[config.mk]
export PLATFORM = sky130hd
export DESIGN_NAME = fg_prog_select_seq
export DESIGN_NICKNAME = d
export VERILOG_FILES = /design/src/rtl/fg_prog_select_seq.sv
export SDC_FILE = /design/constraint.sdc
export NUM_CORES = 1
export LEC_CHECK = 0
export ABC_AREA = 1
export BUFFER_PORTS_ARGS = -buffer_cell sky130_fd_sc_hd__buf_4
export CAP_MARGIN = 0
export CORE_ASPECT_RATIO = 0.75
export CORE_UTILIZATION = 25
export DETAILED_ROUTE_END_ITERATION = 16
export GPL_ROUTABILITY_DRIVEN = 1
export SKIP_CTS_REPAIR_TIMING = 1
export SYNTH_ARGS = -nofsm -noshare
export SYNTH_HDL_FRONTEND = slang
export SYNTH_SLANG_ARGS = --single-unit
[constraint.sdc]
create_clock -name clk_i -period 4.2 [get_ports clk_i]
set_input_delay 0.84 -clock clk_i [delete_from_list [all_inputs] [get_ports clk_i]]
set_output_delay 0.84 -clock clk_i [all_outputs]
set_load 0.005 [all_outputs]
[src/rtl/fg_prog_select_seq.sv]
// ---------------------------------------------------------------------------
// fg_prog_select_seq
//   Programming-mux sequencer for one island of indirect FG switch arrays.
//   The block takes one (row, col, mode, npulse) command at a time. It shifts
//   the one-hot row/column select vector serially into the island chain,
//   latches the chain, and then drives timed injection or tunnelling pulses.
//
// Ports
//   clk_i          clock
//   reset_i        asynchronous active-high reset. Release is expected to be
//                  synchronous to clk_i.
//   cmd_valid_i    command present
//   cmd_ready_o    block can accept a command (IDLE only)
//   cmd_row_i      target row index           [RW-1:0]
//   cmd_col_i      target column index        [CW-1:0]
//   cmd_mode_i     00 select-only, 01 inject, 10 tunnel, 11 illegal
//   cmd_npulse_i   pulse count, 0 = select only
//   abort_i        terminate the current command
//   sc_data_o      serial select data, valid together with sc_shift_o
//   sc_shift_o     chain shift strobe
//   sc_latch_o     one-cycle latch of the chain into the mux
//   prog_en_inj_o  injection enable
//   prog_en_tun_o  tunnelling enable
//   busy_o         command in progress
//   done_o         one-cycle completion strobe
//   err_o          qualifies done_o: rejected or aborted
// ---------------------------------------------------------------------------
module fg_prog_select_seq #(
    parameter int ROWS       = 20,
    parameter int COLS       = 32,
    parameter int SETTLE_CYC = 4,
    parameter int PULSE_CYC  = 10,
    parameter int GAP_CYC    = 3,
    localparam int RW        = $clog2(ROWS),
    localparam int CW        = $clog2(COLS),
    localparam int N         = ROWS + COLS
) (
    input  logic          clk_i,
    input  logic          reset_i,
    input  logic          cmd_valid_i,
    output logic          cmd_ready_o,
    input  logic [RW-1:0] cmd_row_i,
    input  logic [CW-1:0] cmd_col_i,
    input  logic [1:0]    cmd_mode_i,
    input  logic [7:0]    cmd_npulse_i,
    input  logic          abort_i,
    output logic          sc_data_o,
    output logic          sc_shift_o,
    output logic          sc_latch_o,
    output logic          prog_en_inj_o,
    output logic          prog_en_tun_o,
    output logic          busy_o,
    output logic          done_o,
    output logic          err_o
);

    // One shared phase counter serves every timed state, so it is sized for the longest one.
    localparam int CM1  = (N > SETTLE_CYC) ? N : SETTLE_CYC;
    localparam int CM2  = (PULSE_CYC > GAP_CYC) ? PULSE_CYC : GAP_CYC;
    localparam int CMAX = (CM1 > CM2) ? CM1 : CM2;
    localparam int CNTW = $clog2(CMAX + 1);

    typedef enum logic [2:0] {
        S_IDLE, S_SHIFT, S_LATCH, S_SETTLE, S_PULSE, S_GAP, S_DONE
    } state_t;

    state_t          state_q, state_d;
    logic [CNTW-1:0] cnt_q, cnt_d;
    logic [7:0]      rem_q, rem_d;
    logic [RW-1:0]   row_q, row_d;
    logic [CW-1:0]   col_q, col_d;
    logic [1:0]      mode_q, mode_d;
    logic            fail_q, fail_d;

    logic ready_q, busy_q, shift_q, data_q, latch_q, inj_q, tun_q, done_q, err_q;
    logic ready_d, busy_d, shift_d, data_d, latch_d, inj_d, tun_d, done_d, err_d;

    // Bit of {row_onehot, col_onehot} for shift index idx. The vector goes out MSB first,
    // so index 0 carries row ROWS-1 and the last index carries column 0.
    function automatic logic chain_bit(input logic [CNTW-1:0] idx,
                                       input logic [RW-1:0]   r,
                                       input logic [CW-1:0]   c);
        int p;
        p = N - 1 - int'(idx);
        if (p >= COLS) chain_bit = ((p - COLS) == int'(r));
        else           chain_bit = (p == int'(c));
    endfunction

    logic bad_cmd;
    assign bad_cmd = (32'(cmd_row_i) >= ROWS) || (32'(cmd_col_i) >= COLS) ||
                     (cmd_mode_i == 2'b11);

    always_comb begin
        state_d = state_q;
        cnt_d   = cnt_q;
        rem_d   = rem_q;
        row_d   = row_q;
        col_d   = col_q;
        mode_d  = mode_q;
        fail_d  = fail_q;
        unique case (state_q)
            S_IDLE: begin
                // cmd_ready is high exactly in IDLE, so valid alone means accept.
                if (cmd_valid_i) begin
                    row_d  = cmd_row_i;
                    col_d  = cmd_col_i;
                    mode_d = cmd_mode_i;
                    rem_d  = cmd_npulse_i;
                    cnt_d  = '0;
                    fail_d = bad_cmd;
                    state_d = bad_cmd ? S_DONE : S_SHIFT;
                end
            end
            S_SHIFT: begin
                if (cnt_q == CNTW'(N - 1)) begin
                    cnt_d   = '0;
                    state_d = S_LATCH;
                end else begin
                    cnt_d = cnt_q + 1'b1;
                end
            end
            S_LATCH: begin
                cnt_d   = '0;
                state_d = S_SETTLE;
            end
            S_SETTLE: begin
                if (cnt_q == CNTW'(SETTLE_CYC - 1)) begin
                    cnt_d   = '0;
                    state_d = (rem_q != 8'd0 && mode_q != 2'b00) ? S_PULSE : S_DONE;
                end else begin
                    cnt_d = cnt_q + 1'b1;
                end
            end
            S_PULSE: begin
                if (cnt_q == CNTW'(PULSE_CYC - 1)) begin
                    cnt_d   = '0;
                    state_d = S_GAP;
                end else begin
                    cnt_d = cnt_q + 1'b1;
                end
            end
            S_GAP: begin
                if (cnt_q == CNTW'(GAP_CYC - 1)) begin
                    cnt_d = '0;
                    // rem_q >= 1 here, so the decrement never wraps (255 gives 255 pulses).
                    rem_d   = rem_q - 8'd1;
                    state_d = (rem_q > 8'd1) ? S_PULSE : S_DONE;
                end else begin
                    cnt_d = cnt_q + 1'b1;
                end
            end
            S_DONE:  state_d = S_IDLE;
            default: state_d = S_IDLE;
        endcase
        if (abort_i && (state_q inside {S_SHIFT, S_LATCH, S_SETTLE, S_PULSE, S_GAP})) begin
            state_d = S_DONE;
            fail_d  = 1'b1;
        end
    end

    // Outputs are decoded from the next state and then registered, so they line up with
    // state_q and are glitch-free at the chain and the pulse drivers.
    always_comb begin
        ready_d = (state_d == S_IDLE);
        busy_d  = (state_d != S_IDLE);
        shift_d = (state_d == S_SHIFT);
        data_d  = (state_d == S_SHIFT) && chain_bit(cnt_d, row_d, col_d);
        latch_d = (state_d == S_LATCH);
        inj_d   = (state_d == S_PULSE) && (mode_d == 2'b01);
        tun_d   = (state_d == S_PULSE) && (mode_d == 2'b10);
        done_d  = (state_d == S_DONE);
        err_d   = (state_d == S_DONE) && fail_d;
    end

    always_ff @(posedge clk_i or posedge reset_i) begin
        if (reset_i) begin
            state_q <= S_IDLE;
            cnt_q   <= '0;
            rem_q   <= '0;
            row_q   <= '0;
            col_q   <= '0;
            mode_q  <= '0;
            fail_q  <= 1'b0;
            ready_q <= 1'b1;
            busy_q  <= 1'b0;
            shift_q <= 1'b0;
            data_q  <= 1'b0;
            latch_q <= 1'b0;
            inj_q   <= 1'b0;
            tun_q   <= 1'b0;
            done_q  <= 1'b0;
            err_q   <= 1'b0;
        end else begin
            state_q <= state_d;
            cnt_q   <= cnt_d;
            rem_q   <= rem_d;
            row_q   <= row_d;
            col_q   <= col_d;
            mode_q  <= mode_d;
            fail_q  <= fail_d;
            ready_q <= ready_d;
            busy_q  <= busy_d;
            shift_q <= shift_d;
            data_q  <= data_d;
            latch_q <= latch_d;
            inj_q   <= inj_d;
            tun_q   <= tun_d;
            done_q  <= done_d;
            err_q   <= err_d;
        end
    end

    assign cmd_ready_o   = ready_q;
    assign busy_o        = busy_q;
    assign sc_shift_o    = shift_q;
    assign sc_data_o     = data_q;
    assign sc_latch_o    = latch_q;
    assign prog_en_inj_o = inj_q;
    assign prog_en_tun_o = tun_q;
    assign done_o        = done_q;
    assign err_o         = err_q;

endmodule

==> results by group, run 1 <==
Die
  – Starting density of the core: about a quarter
  – Die width: around 120 um
  – Number of cell rows: 31
  – Core ar.: ~9800 sq um
  – DIE HEIGHT: between 80 and 90 um
  – Die area: 10680 sq um
  – Io pins: 33

Finish
  – Multi-input logic area: 1313 sq um
  – Fillers: between 1000 and 1500
  – Layout cell share with drive strength beyond 1: 24.40%
  – Final core utilization: 31.60%
  – Layout area overhead: 20.76%
  – Nets: between 400 and 500
  – # diodes: 0
  – Reg area: 977.2 sq um

Worst setup path
  – Setup crit end kind: register
  – Crit Path Category: reg2reg
  – CP delay by family, top: simple AND/OR/NAND/NOR gates
  – Peak fanout along the critical path: 15
  – Worst path slowest cell: dfrtp_1
  – Most used cell, CP: nand2_1
  – Critical Path AT: 2.79 ns
  – Slowest stage delay, CP: 0.60 ns
  – CP startpoint kind: register
  – Worst Path Required: 4.42 ns
  – Crit path cell chain: nand3_4 -> inv_2 -> nand2_1 -> nand2_2 -> inv_2 -> nand2_4 -> nand2_4 -> nand2_4 -> inv_2 -> ha_1 -> inv_1 -> nand2_1 -> nand2_1 -> inv_1 -> nand3_1 -> nor2_1 -> nand3_1 -> nand2_1 -> nand2_1 -> nor2_1
  – Worst path bufs/invs: 5

Global route
  – Initial antenna violation count: 0
  – Gr ovfl total: 0
  – Vias in the first global route: 2065
  – Tot GR Track Use: a little under an eighth
  – First-pass GRT wire length: 10120 um
  – Largest net degree at the start of global routing: 26

Routing
  – DRT iter0 DRCs: roughly 100
  – Residual DRC count: 0
  – WL per Instance: 11.86 um
  – Vias: 2245
  – Routed Antenna Nets: 0
  – Final WL: between 6000 and 7000 um
  – DRT Pass-1 Iters: 4
  – Vias per inst: 4.411

Synth
  – Largest cells by area after synthesis: dfrtp_1 37%, nand2_1 11%, inv_1 7.0%
  – Most common cell in the netlist: nand2_1
  – Dominant cell type by area after synthesis: dfrtp_1
  – Most instantiated cells after synthesis: 74 x nand2_1, 48 x inv_1, 38 x dfrtp_1
  – Post-synth EDFFs: 0
  – Syn avg cell area: 7.529 sq um
  – Register area share after synthesis: 38.06%
  – Yosys warns: 0
  – Mapped Nets: 372
  – Post-synth top area share: 37.04%
  – Post-synth cell types: roughly 40
  – Synthesized flop and latch total: 39
  – Prevailing post-synth register cell: dfrtp_1
  – Mapped Area: 2567 sq um
  – Post-Syn Instances: 341
  – Asr flop ratio synth: 100.0%

Clocking
  – CTS Buf Count: 5
  – Max Root-Sink Buffers: 2
  – CTS clk-pin slew, worst paths: 0.06 ns
  – Root Buffer: clkbuf_16
  – Clock sinks: 39
  – Clock Latency Late Sink: 0.29 ns
  – H-tree lvl count: 2
  – TritonCTS clock tree: yes

Power and ir drop
  – Int Pwr: 0.001237 W
  – Flop pwr share: between 20 and 30%
  – VDD IR max: 0.2050 mV
  – Logic gate share of total power: 56.0%
  – Power Density: 773.8 nW/um^2
  – Sw frac: 48.44%
  – Clock group share of total power: 16.5%
  – Leakage: 1.587 nW
  – Design Power: about 0.0024 W
  – Switch Pwr: roughly 0.0012 W

STA
  – F_max: 389.0 MHz
  – Worst Skew: 0.004825 ns
  – RSZ-0062 raised after global routing: false
  – Post-route minimum period: 2.570 ns
  – Worst slew pin tran: 0.8032 ns
  – Setup tns final: 0 ns
  – Final WS setup: 1.630 ns
  – Final setup fails: 0
  – Period utilisation layout: between 60 and 70%
  – Max_slew headroom: 46.40%
  – Hold_ws: 0.4852 ns
  – Final hold vios: 0
  – Pins Over Slew Limit: 0

Placement
  – Port Buffer Count: 32
  – Gpl congestion: 0.8478
  – HPWL after DPL: 4714 um
  – Pre-CTS WS: 1.635 ns

Job
  – Max Cap Viol: 0

Worst hold path
  – Min-Delay Path Class: reg2reg

Run status
  – Status: finished, final reports clean
[cell families (layout without fill, tap and decap cells)]
kind of cell / Yosys count / count (layout) / synth area share (%)
fa+ha+maj: 7 / 7 / 3.411
xor+xnor: 2 / 2 / 0.6824
flops: 39 / 39 / 38.06
simple gates: 176 / 176 / 33.72
buf+inv: 69 / 105 / 10.82
compound gates: 48 / 48 / 13.30
[power by group through the flow]
| stage | clock, W | combinational (W) | sequential (W) |
|---|---|---|---|
| 2_1_floorplan | 0 | 0.00108 | 0.000618 |
| 4_1_cts | 0.000406 | 0.00135 | 0.000659 |
| 3_3_place_gp | 0 | 0.00133 | 0.000661 |
| 6_report | 0.000395 | 0.00134 | 0.000660 |
| 5_1_grt | 0.000419 | 0.00154 | 0.000679 |
| 3_5_place_dp | 0 | 0.00134 | 0.000665 |
[cells in the final DEF (no fill, tap or decap), drive strengths merged]
| master | netlist | final |
|---|---|---|
| nor3b | 1 | 1 |
| a31oi | 2 | 2 |
| inv | 64 | 64 |
| buf | 4 | 33 |
| dfrtp | 38 | 38 |
| nor2 | 34 | 34 |
| ha | 7 | 7 |
| a21boi | 1 | 1 |
| o211a | 1 | 1 |
| nand4 | 3 | 3 |
| or2 | 2 | 2 |
| nor3 | 7 | 7 |
| o21ai | 28 | 28 |
| o211ai | 3 | 3 |
| a22oi | 1 | 1 |
| o31ai | 1 | 1 |
| dfstp | 1 | 1 |
| nand2 | 91 | 91 |
| nand3 | 37 | 37 |
| clkinvlp | 0 | 1 |
| clkbuf | 1 | 6 |
| o22ai | 2 | 2 |
| a21oi | 9 | 9 |
| xor2 | 2 | 2 |
| clkinv | 0 | 1 |
| nand3b | 1 | 1 |
[final timing paths]
path                            start          to  slack (ns)  cells after the start
setup / recovery           state_q[2]   sc_data_o        1.63                     20
hold / removal                 fail_q      fail_q        0.49                      2
setup reg to reg           state_q[2]   sc_data_o        1.63                     20
hold reg to reg                fail_q      fail_q        0.49                      2
max in group asynchronous     reset_i  state_q[1]        2.73                      3
min in group asynchronous     reset_i    col_q[4]        0.71                      2
[routing by layer]
metal  routed length, um  GRT usage, %
met4                  65         3.797
met2                2478         16.47
met3                 257         2.094
met1                3236         18.20
met5                   0             0
[sequential cells by signal (all words and copies together), names as in the netlist]
name,cells
busy_o,1
cmd_ready_o,1
cnt_q,6
col_q,5
done_o,1
err_o,1
fail_q,1
mode_q,2
prog_en_inj_o,1
prog_en_tun_o,1
rem_q,8
row_q,5
sc_data_o,1
sc_latch_o,1
sc_shift_o,1
state_q,3
[worst min-delay path, stage by stage, from the launching register on]
cell and delay (ns):
dfrtp_1 0.32, nand2_1 0.05, nand2_1 0.08
[metrics by stage]
step / std cells / instance area, sq um
after floorplan: 341 / 2567
after global placement: 501 / 2945
after detailed placement: 501 / 2945
after CTS: 509 / 3100
after global routing: 509 / 3100
final: 509 / 3100
[layout make-up]
cell class                 instances  share of cell area, %
multi-input combinational        233                  42.33
sequential                        39                  31.52
timing repair buffer              33                  7.990
inverter                          64                  7.829
tap                              132                  5.327
clock buffer                       6                  4.479
clock inverter                     2                 0.5246
(Power assumes the default switching activity.)
==> run 2, diff against run 1 <==
==> constraint.sdc (replaced) <==
create_clock -name clk_i -period 2.1 [get_ports clk_i]
set_input_delay 0.42 -clock clk_i [delete_from_list [all_inputs] [get_ports clk_i]]
set_output_delay 0.42 -clock clk_i [all_outputs]
set_load 0.005 [all_outputs]
==> run 2 against run 1 <==
Compared with the run above: the flow now finishes with violations (negative setup slack); sequential power is 92% higher; register-to-register slack worse by 1.9 ns; clock-buffer cell count stayed put; clock power is 100% higher.
==> results by group, run 2 (synthesis results as in run 1) <==
Finish
  – Most frequent cells in the layout: 81 x buf_4, 73 x nand2_1, 44 x inv_1
  – Layout area overhead: 38.65%
  – Layout cell share with drive strength beyond 1: 37.24% (+13 points)
  – Most common cell after layout, fill and taps aside: buf_4
  – Largest regs: rem_q (8), cnt_q (6)
  – Max reg flops: 8 (unchanged)
  – # diodes: 0 (unchanged)
  – Nets: 457 (+12%)
  – Final core utilization: 36.27% (+4.7 points)
  – Top reg by flops: rem_q
  – Fillers: 1009 (-2.9%)

STA
  – Post-route minimum period: 2.328 ns (-0.2425 ns)
  – Period utilisation layout: 110.9% (+50 points)
  – Final WS setup: -0.2279 ns (-1.857 ns)
  – Final hold vios: 0 (unchanged)
  – Hold_ws: 0.2663 ns (-0.2189 ns)
  – Pins Over Slew Limit: 0 (unchanged)
  – Worst Skew: 0.003285 ns (-0.001541 ns)
  – Max_slew headroom: 65.37% (+19 points)
  – Setup tns final: -0.2279 ns (-0.2279 ns)
  – RSZ-0062 raised after global routing: true
  – Final setup fails: 1 (+1)
  – F_max: 429.6 MHz (+10%)
  – Worst slew pin tran: 0.5194 ns (-0.2838 ns)

Run status
  – Status: complete, but fails checks
  – Failing checks: negative setup slack

Clocking
  – CTS Buf Count: 5 (unchanged)
  – Clock Latency Late Sink: 0.28 ns (about the same)
  – Max Root-Sink Buffers: 2 (unchanged)
  – Root Buffer: clkbuf_16
  – CTS clk-pin slew, worst paths: 0.06 ns (about the same)
  – Clock sinks: 39 (unchanged)
  – H-tree lvl count: 2 (unchanged)
  – TritonCTS clock tree: yes

Worst setup path
  – Slowest stage delay, CP: 0.44 ns (-0.16 ns)
  – Critical Path AT: 2.54 ns (-0.25 ns)
  – Worst path slowest cell: dfrtp_2
  – Worst path bufs/invs: 4 (-1)
  – Worst Path Required: 2.31 ns (-2.11 ns)
  – CP delay by family, top: simple AND/OR/NAND/NOR gates
  – Setup crit end kind: register
  – CP startpoint kind: register
  – Crit path cell chain: buf_4 -> ha_4 -> nand3_1 -> nand2_2 -> nand2_2 -> inv_2 -> nand2_4 -> nand2_4 -> nand2_4 -> inv_2 -> ha_4 -> inv_2 -> xor2_1 -> nand3b_1 -> nor2_1 -> a21oi_2 -> nor2_2
  – Peak fanout along the critical path: 6 (-9)
  – Crit Path Category: reg2reg

Global route
  – Tot GR Track Use: 12.90% (+1.0 points)
  – Largest net degree at the start of global routing: 40 (+54%)
  – Initial antenna violation count: 0 (unchanged)
  – Vias in the first global route: 2391 (+16%)
  – First-pass GRT wire length: 11250 um (+11%)
  – Gr ovfl total: 0 (unchanged)

Die
  – Io pins: 33 (unchanged)
  – DIE HEIGHT: 89.77 um (unchanged)
  – Die width: 119.0 um (unchanged)
  – Core ar.: 9813 sq um (unchanged)
  – Starting density of the core: 26.16% (unchanged)
  – Die area: 10680 sq um (unchanged)
  – Number of cell rows: 31 (unchanged)

Routing
  – Residual DRC count: 0 (unchanged)
  – Routed Antenna Nets: 0 (unchanged)
  – Vias per inst: 4.431 (+0.47%)
  – DRT iter0 DRCs: 141 (+36%)
  – Vias: 2477 (+10%)
  – Final WL: 6621 um (+9.7%)
  – WL per Instance: 11.84 um (-0.15%)
  – DRT Pass-1 Iters: 4 (unchanged)

Placement
  – Gpl congestion: 0.8815 (+4.0%)
  – Port Buffer Count: 32 (unchanged)
  – HPWL after DPL: 5126 um (+8.7%)

Power and ir drop
  – Power Density: 1577 nW/um^2 (+100%)
  – Design Power: 0.005613 W (+130%)
  – Leakage: 1.830 nW (+15%)
  – VDD IR max: 0.5224 mV (+150%)

Job
  – Max Cap Viol: 0 (unchanged)

Worst hold path
  – Min-Delay Path Class: in2async
[run 2: cell types whose count changed in the layout (fill, tap and decap cells not counted), sizes merged]
| cell | previous run | this run |
|---|---|---|
| buf | 33 | 83 |
[run 2: area by class of cell]
cell class / instances / area [sq um] / area share [%]
Sequential cell: 39 / 979.7 / 27.52
Multi-Input combinational cell: 233 / 1369 / 38.45
Clock buffer: 6 / 138.9 / 3.902
Timing Repair Buffer: 83 / 648.1 / 18.21
Clock inverter: 2 / 16.27 / 0.4569
Tap cell: 132 / 165.2 / 4.640
Inverter: 64 / 242.7 / 6.819
[run 2: worst reg2reg max path: stages (launching register included)]
cell and delay, ns:
dfrtp_2 0.44, buf_4 0.16, ha_4 0.17, nand3_1 0.11, nand2_2 0.08, nand2_2 0.07, inv_2 0.04, nand2_4 0.07
nand2_4 0.05, nand2_4 0.06, inv_2 0.05, ha_4 0.26, inv_2 0.04, xor2_1 0.14, nand3b_1 0.16, nor2_1 0.16
a21oi_2 0.08, nor2_2 0.12
[run 2: metrics by stage]
| step | cell area, sq um | setup slack [ns] | instances |
|---|---|---|---|
| 2_1_floorplan | 2604 | -0.01339 | 341 |
| 3_3_place_gp | 3348 | -0.1016 | 547 |
| 3_5_place_dp | 3348 | -0.2095 | 547 |
| 4_1_cts | 3503 | -0.2451 | 555 |
| 5_1_grt | 3560 | -0.3685 | 559 |
| 6_report | 3560 | -0.2279 | 559 |
[run 2: where the power goes]
part / switching, W / internal (W)
logic: 0.00204 / 0.00151
clock network: 0.000320 / 0.000475
registers: 0.000194 / 0.00108
[run 2: path summary, 6_finish.rpt]
kind / startpoint / end / slack, ns / cells after the start
setup / recovery: cnt_q[1] / sc_data_o / -0.23 / 17
hold / removal: reset_i / prog_en_tun_o / 0.27 / 3
setup reg to reg: cnt_q[1] / sc_data_o / -0.23 / 17
hold reg to reg: fail_q / fail_q / 0.47 / 2
max in group asynchronous: reset_i / cnt_q[0] / 1.45 / 3
min in group clk_i: cmd_col_i[0] / col_q[0] / 0.36 / 3
[run 2: routing by layer]
metal	GRT usage [%]	wire, um	vias up	part of all wire, %
li1	-	-	1254	-
met1	19.32	3417	1155	52
met2	19.23	2853	64	43
met3	2.157	311	4	4.7
met4	2.637	38	0	0.57
met5	0	0	-	0
